**src/rtl/fifo_rd_ptr_empty_pkg.sv**
```systemverilog
// Shared constants and Gray-code helpers for the asynchronous FIFO pointer blocks.
package fifo_rd_ptr_empty_pkg;

    localparam int ADDR_WIDTH_DEF = 4;
    localparam int DEPTH          = 2 ** ADDR_WIDTH_DEF;
    localparam int PTR_WIDTH      = ADDR_WIDTH_DEF + 1;

    function automatic logic [PTR_WIDTH-1:0] bin2gray(input logic [PTR_WIDTH-1:0] b);
        return (b >> 1) ^ b;
    endfunction

    function automatic logic [PTR_WIDTH-1:0] gray2bin(input logic [PTR_WIDTH-1:0] g);
        logic [PTR_WIDTH-1:0] b;
        b = '0;
        for (int i = 0; i < PTR_WIDTH; i++) begin
            b[i] = ^(g >> i);
        end
        return b;
    endfunction

endpackage

```
**src/rtl/fifo_rd_ptr_empty_gray_to_bin.sv**
```systemverilog
// Combinational Gray-to-binary converter: each binary bit is the XOR of all Gray bits at or above it.
module gray_to_bin #(
    parameter int W = 5
) (
    input  logic [W-1:0] i_gray,
    output logic [W-1:0] o_bin
);

    always_comb begin
        o_bin = '0;
        for (int i = 0; i < W; i++) begin
            o_bin[i] = ^(i_gray >> i);
        end
    end

endmodule

```
**src/rtl/fifo_rd_ptr_empty.sv**
```systemverilog
// Read-domain pointer and status controller of the async FIFO: read pointers,
// RAM read address and registered empty / almost-empty / fill-level flags.
module fifo_rd_ptr_empty
    import fifo_rd_ptr_empty_pkg::*;
#(
    parameter int ADDR_WIDTH      = ADDR_WIDTH_DEF,
    parameter int ALMOST_EMPTY_TH = 2
) (
    input  logic                  i_clk,
    input  logic                  i_rst_n,
    input  logic                  i_rd_en,
    input  logic [ADDR_WIDTH:0]   i_wptr_sync,
    output logic [ADDR_WIDTH-1:0] o_rd_addr,
    output logic [ADDR_WIDTH:0]   o_rptr_gray,
    output logic                  o_empty,
    output logic                  o_almost_empty,
    output logic [ADDR_WIDTH:0]   o_rd_count,
    output logic                  o_rd_ack,
    output logic                  o_underflow
);

    localparam int PW = ADDR_WIDTH + 1;

    logic [PW-1:0] rbin_q, rbin_d;
    logic [PW-1:0] rgray_q, rgray_d;
    logic [PW-1:0] count_q, count_d;
    logic [PW-1:0] wbin;
    logic          empty_q, empty_d;
    logic          aempty_q, aempty_d;
    logic          ack_q, ack_d;
    logic          uflow_q, uflow_d;
    logic          rinc;

    gray_to_bin #(.W(PW)) u_wptr_g2b (
        .i_gray (i_wptr_sync),
        .o_bin  (wbin)
    );

    // Flags are derived from the next pointer so they move on the same edge as it.
    always_comb begin
        rinc     = i_rd_en & ~empty_q;
        rbin_d   = rbin_q + PW'(rinc);
        rgray_d  = (rbin_d >> 1) ^ rbin_d;
        empty_d  = (rgray_d == i_wptr_sync);
        count_d  = wbin - rbin_d;
        aempty_d = (count_d <= PW'(ALMOST_EMPTY_TH));
        ack_d    = rinc;
        uflow_d  = i_rd_en & empty_q;
    end

    always_ff @(posedge i_clk or negedge i_rst_n) begin
        if (!i_rst_n) begin
            rbin_q   <= '0;
            rgray_q  <= '0;
            count_q  <= '0;
            empty_q  <= 1'b1;
            aempty_q <= 1'b1;
            ack_q    <= 1'b0;
            uflow_q  <= 1'b0;
        end else begin
            rbin_q   <= rbin_d;
            rgray_q  <= rgray_d;
            count_q  <= count_d;
            empty_q  <= empty_d;
            aempty_q <= aempty_d;
            ack_q    <= ack_d;
            uflow_q  <= uflow_d;
        end
    end

    assign o_rd_addr      = rbin_q[ADDR_WIDTH-1:0];
    assign o_rptr_gray    = rgray_q;
    assign o_empty        = empty_q;
    assign o_almost_empty = aempty_q;
    assign o_rd_count     = count_q;
    assign o_rd_ack       = ack_q;
    assign o_underflow    = uflow_q;

endmodule

```
**config.mk**
```make
export PLATFORM = sky130hd
export DESIGN_NAME = fifo_rd_ptr_empty
export DESIGN_NICKNAME = d
export VERILOG_FILES = /design/src/rtl/fifo_rd_ptr_empty_pkg.sv /design/src/rtl/fifo_rd_ptr_empty_gray_to_bin.sv /design/src/rtl/fifo_rd_ptr_empty.sv
export SDC_FILE = /design/constraint.sdc
export NUM_CORES = 1
export LEC_CHECK = 0
export ABC_AREA = 1
export CAP_MARGIN = 20
export CORE_MARGIN = 5
export CORE_UTILIZATION = 45
export DETAILED_ROUTE_END_ITERATION = 16
export HOLD_SLACK_MARGIN = 0.1
export PLACE_DENSITY_LB_ADDON = 0.08
export SYNTH_ARGS = -nofsm -noshare
export SYNTH_HDL_FRONTEND = slang
export SYNTH_SLANG_ARGS = --single-unit
```
**constraint.sdc**
```tcl
create_clock -name i_clk -period 2.9 [get_ports i_clk]
set_input_delay 0.435 -clock i_clk [delete_from_list [all_inputs] [get_ports i_clk]]
set_output_delay 0.435 -clock i_clk [all_outputs]
set_load 0.01 [all_outputs]
```
==> flow_metrics.env <==
export IMPL_crit_chain="clkdlybuf4s50_1 > inv_1 > nor2_1 > ha_1 > ha_1 > nand2_1 > nand2_2 > inv_1 > ha_1 > nand2_1 > nand3b_1 > nand3_1 > nand3_1 > nor2_2"
export IMPL_place_congestion=0.800
export IMPL_rows=17
export IMPL_ys_top_cells_by_area="dfrtp_1, nand2_1, inv_1"
export IMPL_hold_viol_final=0
export IMPL_viasPerCell=4.56
export IMPL_die_h_um=57.8
export IMPL_synth_area_leader_cell="dfrtp_1"
export IMPL_dieArea_mm2=0.00334
export IMPL_die_w_um=57.8
export IMPL_layout_min_cycle_time_ns=2.37
export IMPL_fillers=196
export IMPL_cpPeakStageDelay_ns=0.47
export IMPL_post_cts_buffers=0
export IMPL_skew_ns=0.00472
export IMPL_layoutNonFillerInstCount=180
export IMPL_grt_pass1_vias=809
export IMPL_fin_total_pwr_uw=1540
export IMPL_avgSynthCellArea_um2=8.34
export IMPL_synth_cell_types=17
export IMPL_setup_viol=0
export IMPL_cts_buffers=3
export IMPL_diodes=0
export IMPL_syn_inst=123
export IMPL_path_class="in -> reg"
export IMPL_synth_nets=136
export IMPL_coreArea_mm2=0.00219
export IMPL_rsz0062_at_grt="false"
export IMPL_grt_first_pass_wirelength_um=3190
export IMPL_grt_max_degree=19
export IMPL_yosysWarnings=0
export IMPL_clkTransAtPathRegs_ns=0.10
export IMPL_clock_latency_ns=0.28
export IMPL_powerDensity_mw_per_mm2=1150
export IMPL_synth_main_ff_cell="dfrtp_1"
export IMPL_dp_cells=176
export IMPL_drv_cap=0
export IMPL_nets=166
export IMPL_regArea_um2=453
export IMPL_crit_top_cell="ha_1"
export IMPL_crit_path_top_delay_cell="clkdlybuf4s50_1"
export IMPL_wl_um=1860
export IMPL_relSlewSlack=0.499
export IMPL_synth_edff_count=0
export IMPL_multiInputGateArea_um2=490
export IMPL_irDropWorstVdd_mv=0.664
export IMPL_clock_sinks=18
export IMPL_worst_path_max_fanout=6
export IMPL_tightest_slew_ns=0.750
export IMPL_status="finished clean"
export IMPL_initial_utilization=0.468
export IMPL_cp_required_ns=3.13
export IMPL_drive_above_1_share=0.125
export IMPL_portBuffers=25
export IMPL_place_ws_ns=0.241
export IMPL_dpl_hpwl_um=1570
export IMPL_vias=820
export IMPL_cts_tree="built"
export IMPL_arrival_ns=2.60
export IMPL_antenna_found_initial=0
export IMPL_netlist_area_mm2=0.00103
export IMPL_async_reset_ff_frac=1.00
export IMPL_r2r_start="o_empty"
export IMPL_finalSetupTns_ns=0
export IMPL_finalCritPeriodShare=0.818
export IMPL_post_cts_resized=0
export IMPL_drt_iter0_drc=9
export IMPL_clockRootBuffer="clkbuf_4"
export IMPL_worst_slack_ns=0.527
export IMPL_start_kind="primary input"
export IMPL_crit_family="simple AND/OR/NAND/NOR gates"
export IMPL_cts_hold_buf=0
export IMPL_h_tree_depth=1
export IMPL_endpoint_kind="register"
export IMPL_syn2layout_area_growth_pct=31.3
export IMPL_utilization=0.615
export IMPL_hp_class="reg -> reg"
export IMPL_wire_per_inst_um=10.4
export IMPL_cp_startpoint="i_rd_en"
export IMPL_crit_buf_inv=3
export IMPL_grt_usage=0.123
export IMPL_drv_slew=0
export IMPL_grt_ovfl_total=0
export IMPL_yosysSeqAreaShare=0.441
export IMPL_dr_pass1_iters=2
export IMPL_pin_count=26
export IMPL_synth_top_cell_area_share=0.390
export IMPL_min_from="o_empty"
export IMPL_antenna_left=0
export IMPL_cts_buffer_depth=2
export IMPL_p_leak_uw=0.000708
export IMPL_max_freq_mhz=421
export IMPL_drc=0
export IMPL_ys_ff_latch=18
## power by group
part	switching [uW]	internal, uW
logic	506	448
registers	62.9	380
clock network	70.2	76.4
total	639	904
## layer usage
metal / global-route usage / up-vias / share of wire / wire [um]
met3: 0.0111 / 4 / 0.050 / 94
li1: - / 436 / - / -
met1: 0.143 / 363 / 0.44 / 817
met4: 0.0861 / 0 / 0.022 / 41
met5: 0 / - / 0 / 0
met2: 0.213 / 17 / 0.49 / 909
## stage by stage
| step | cell area [um^2] | hold slack, ns |
|---|---|---|
| after floorplan | 1030 | 0.139 |
| after global routing | 1350 | 0.529 |
| after global placement | 1310 | 0.503 |
| after detailed placement | 1310 | 0.503 |
| after CTS | 1350 | 0.515 |
| final | 1350 | 0.506 |
## worst paths after layout
| kind | to | cells after the start | slack [ns] |
|---|---|---|---|
| worst max-delay path | o_almost_empty | 14 | 0.53 |
| worst max register to register | o_almost_empty | 15 | 0.67 |
| worst min-delay path | o_underflow | 2 | 0.51 |
| max in group asynchronous | rbin_q[1] | 1 | 1.85 |
| min in group asynchronous | o_rd_ack | 1 | 0.59 |
| worst min register to register | o_underflow | 2 | 0.51 |
## kinds of logic after synthesis
group | share of synthesized area
buffers and inverters | 0.0805
adders and majority gates | 0.0610
xor gates and xnor gates | 0.120
AOI/OAI and AO/OA | 0.00487
and+or+nand+nor | 0.293
DFF | 0.441
## synth_stat cells (2+ instances only)
cell type and n:
dfrtp_1 16, nor2_2 2, dfstp_2 2, xor2_1 9, nand3_1 14, nor2_1 5, nand2_1 35, ha_1 5
inv_1 21, nand2_2 7
## registers in the layout, indices dropped and copies added, names as in the netlist
name,count
o_rd_count,5
rbin_q,5
o_rptr_gray,4
o_almost_empty,1
o_empty,1
o_rd_ack,1
o_underflow,1
## layout make-up
cell class	instances	share of cell area
clock buffer	4	0.0269
inverter	22	0.0613
multi-input combinational	83	0.364
sequential	18	0.336
tap	28	0.0260
timing repair buffer	25	0.186
## worst reg2reg max path, stage by stage, from the launching register on
cell and delay [ns]:
dfstp_2 0.55, nor2_1 0.06, ha_1 0.21, ha_1 0.38
inv_1 0.12, nand2_2 0.08, nand2_1 0.06, inv_1 0.04
ha_1 0.16, inv_1 0.07, nand2_1 0.07, nand3_1 0.10
nand2_1 0.06, nand2_1 0.07, nand2_2 0.06, nor2_2 0.10
## cell usage in the layout (no fill, tap or decap)
cell type	netlist	routed
nand3_2	1	1
nand3b_1	1	1
xnor2_4	1	1
dfstp_2	2	2
dfrtp_1	16	16
nand4_1	1	1
a21oi_1	1	1
clkbuf_8	0	1
nand2_1	35	35
nor2_2	2	2
nor2_1	5	5
xor2_1	9	9
xor2_2	1	1
nand3_1	14	14
clkdlybuf4s50_1	0	25
nand2_2	7	7
inv_1	21	21
ha_1	5	5
clkbuf_4	0	3
inv_2	1	1
Power figures use the tool's default switching activity.
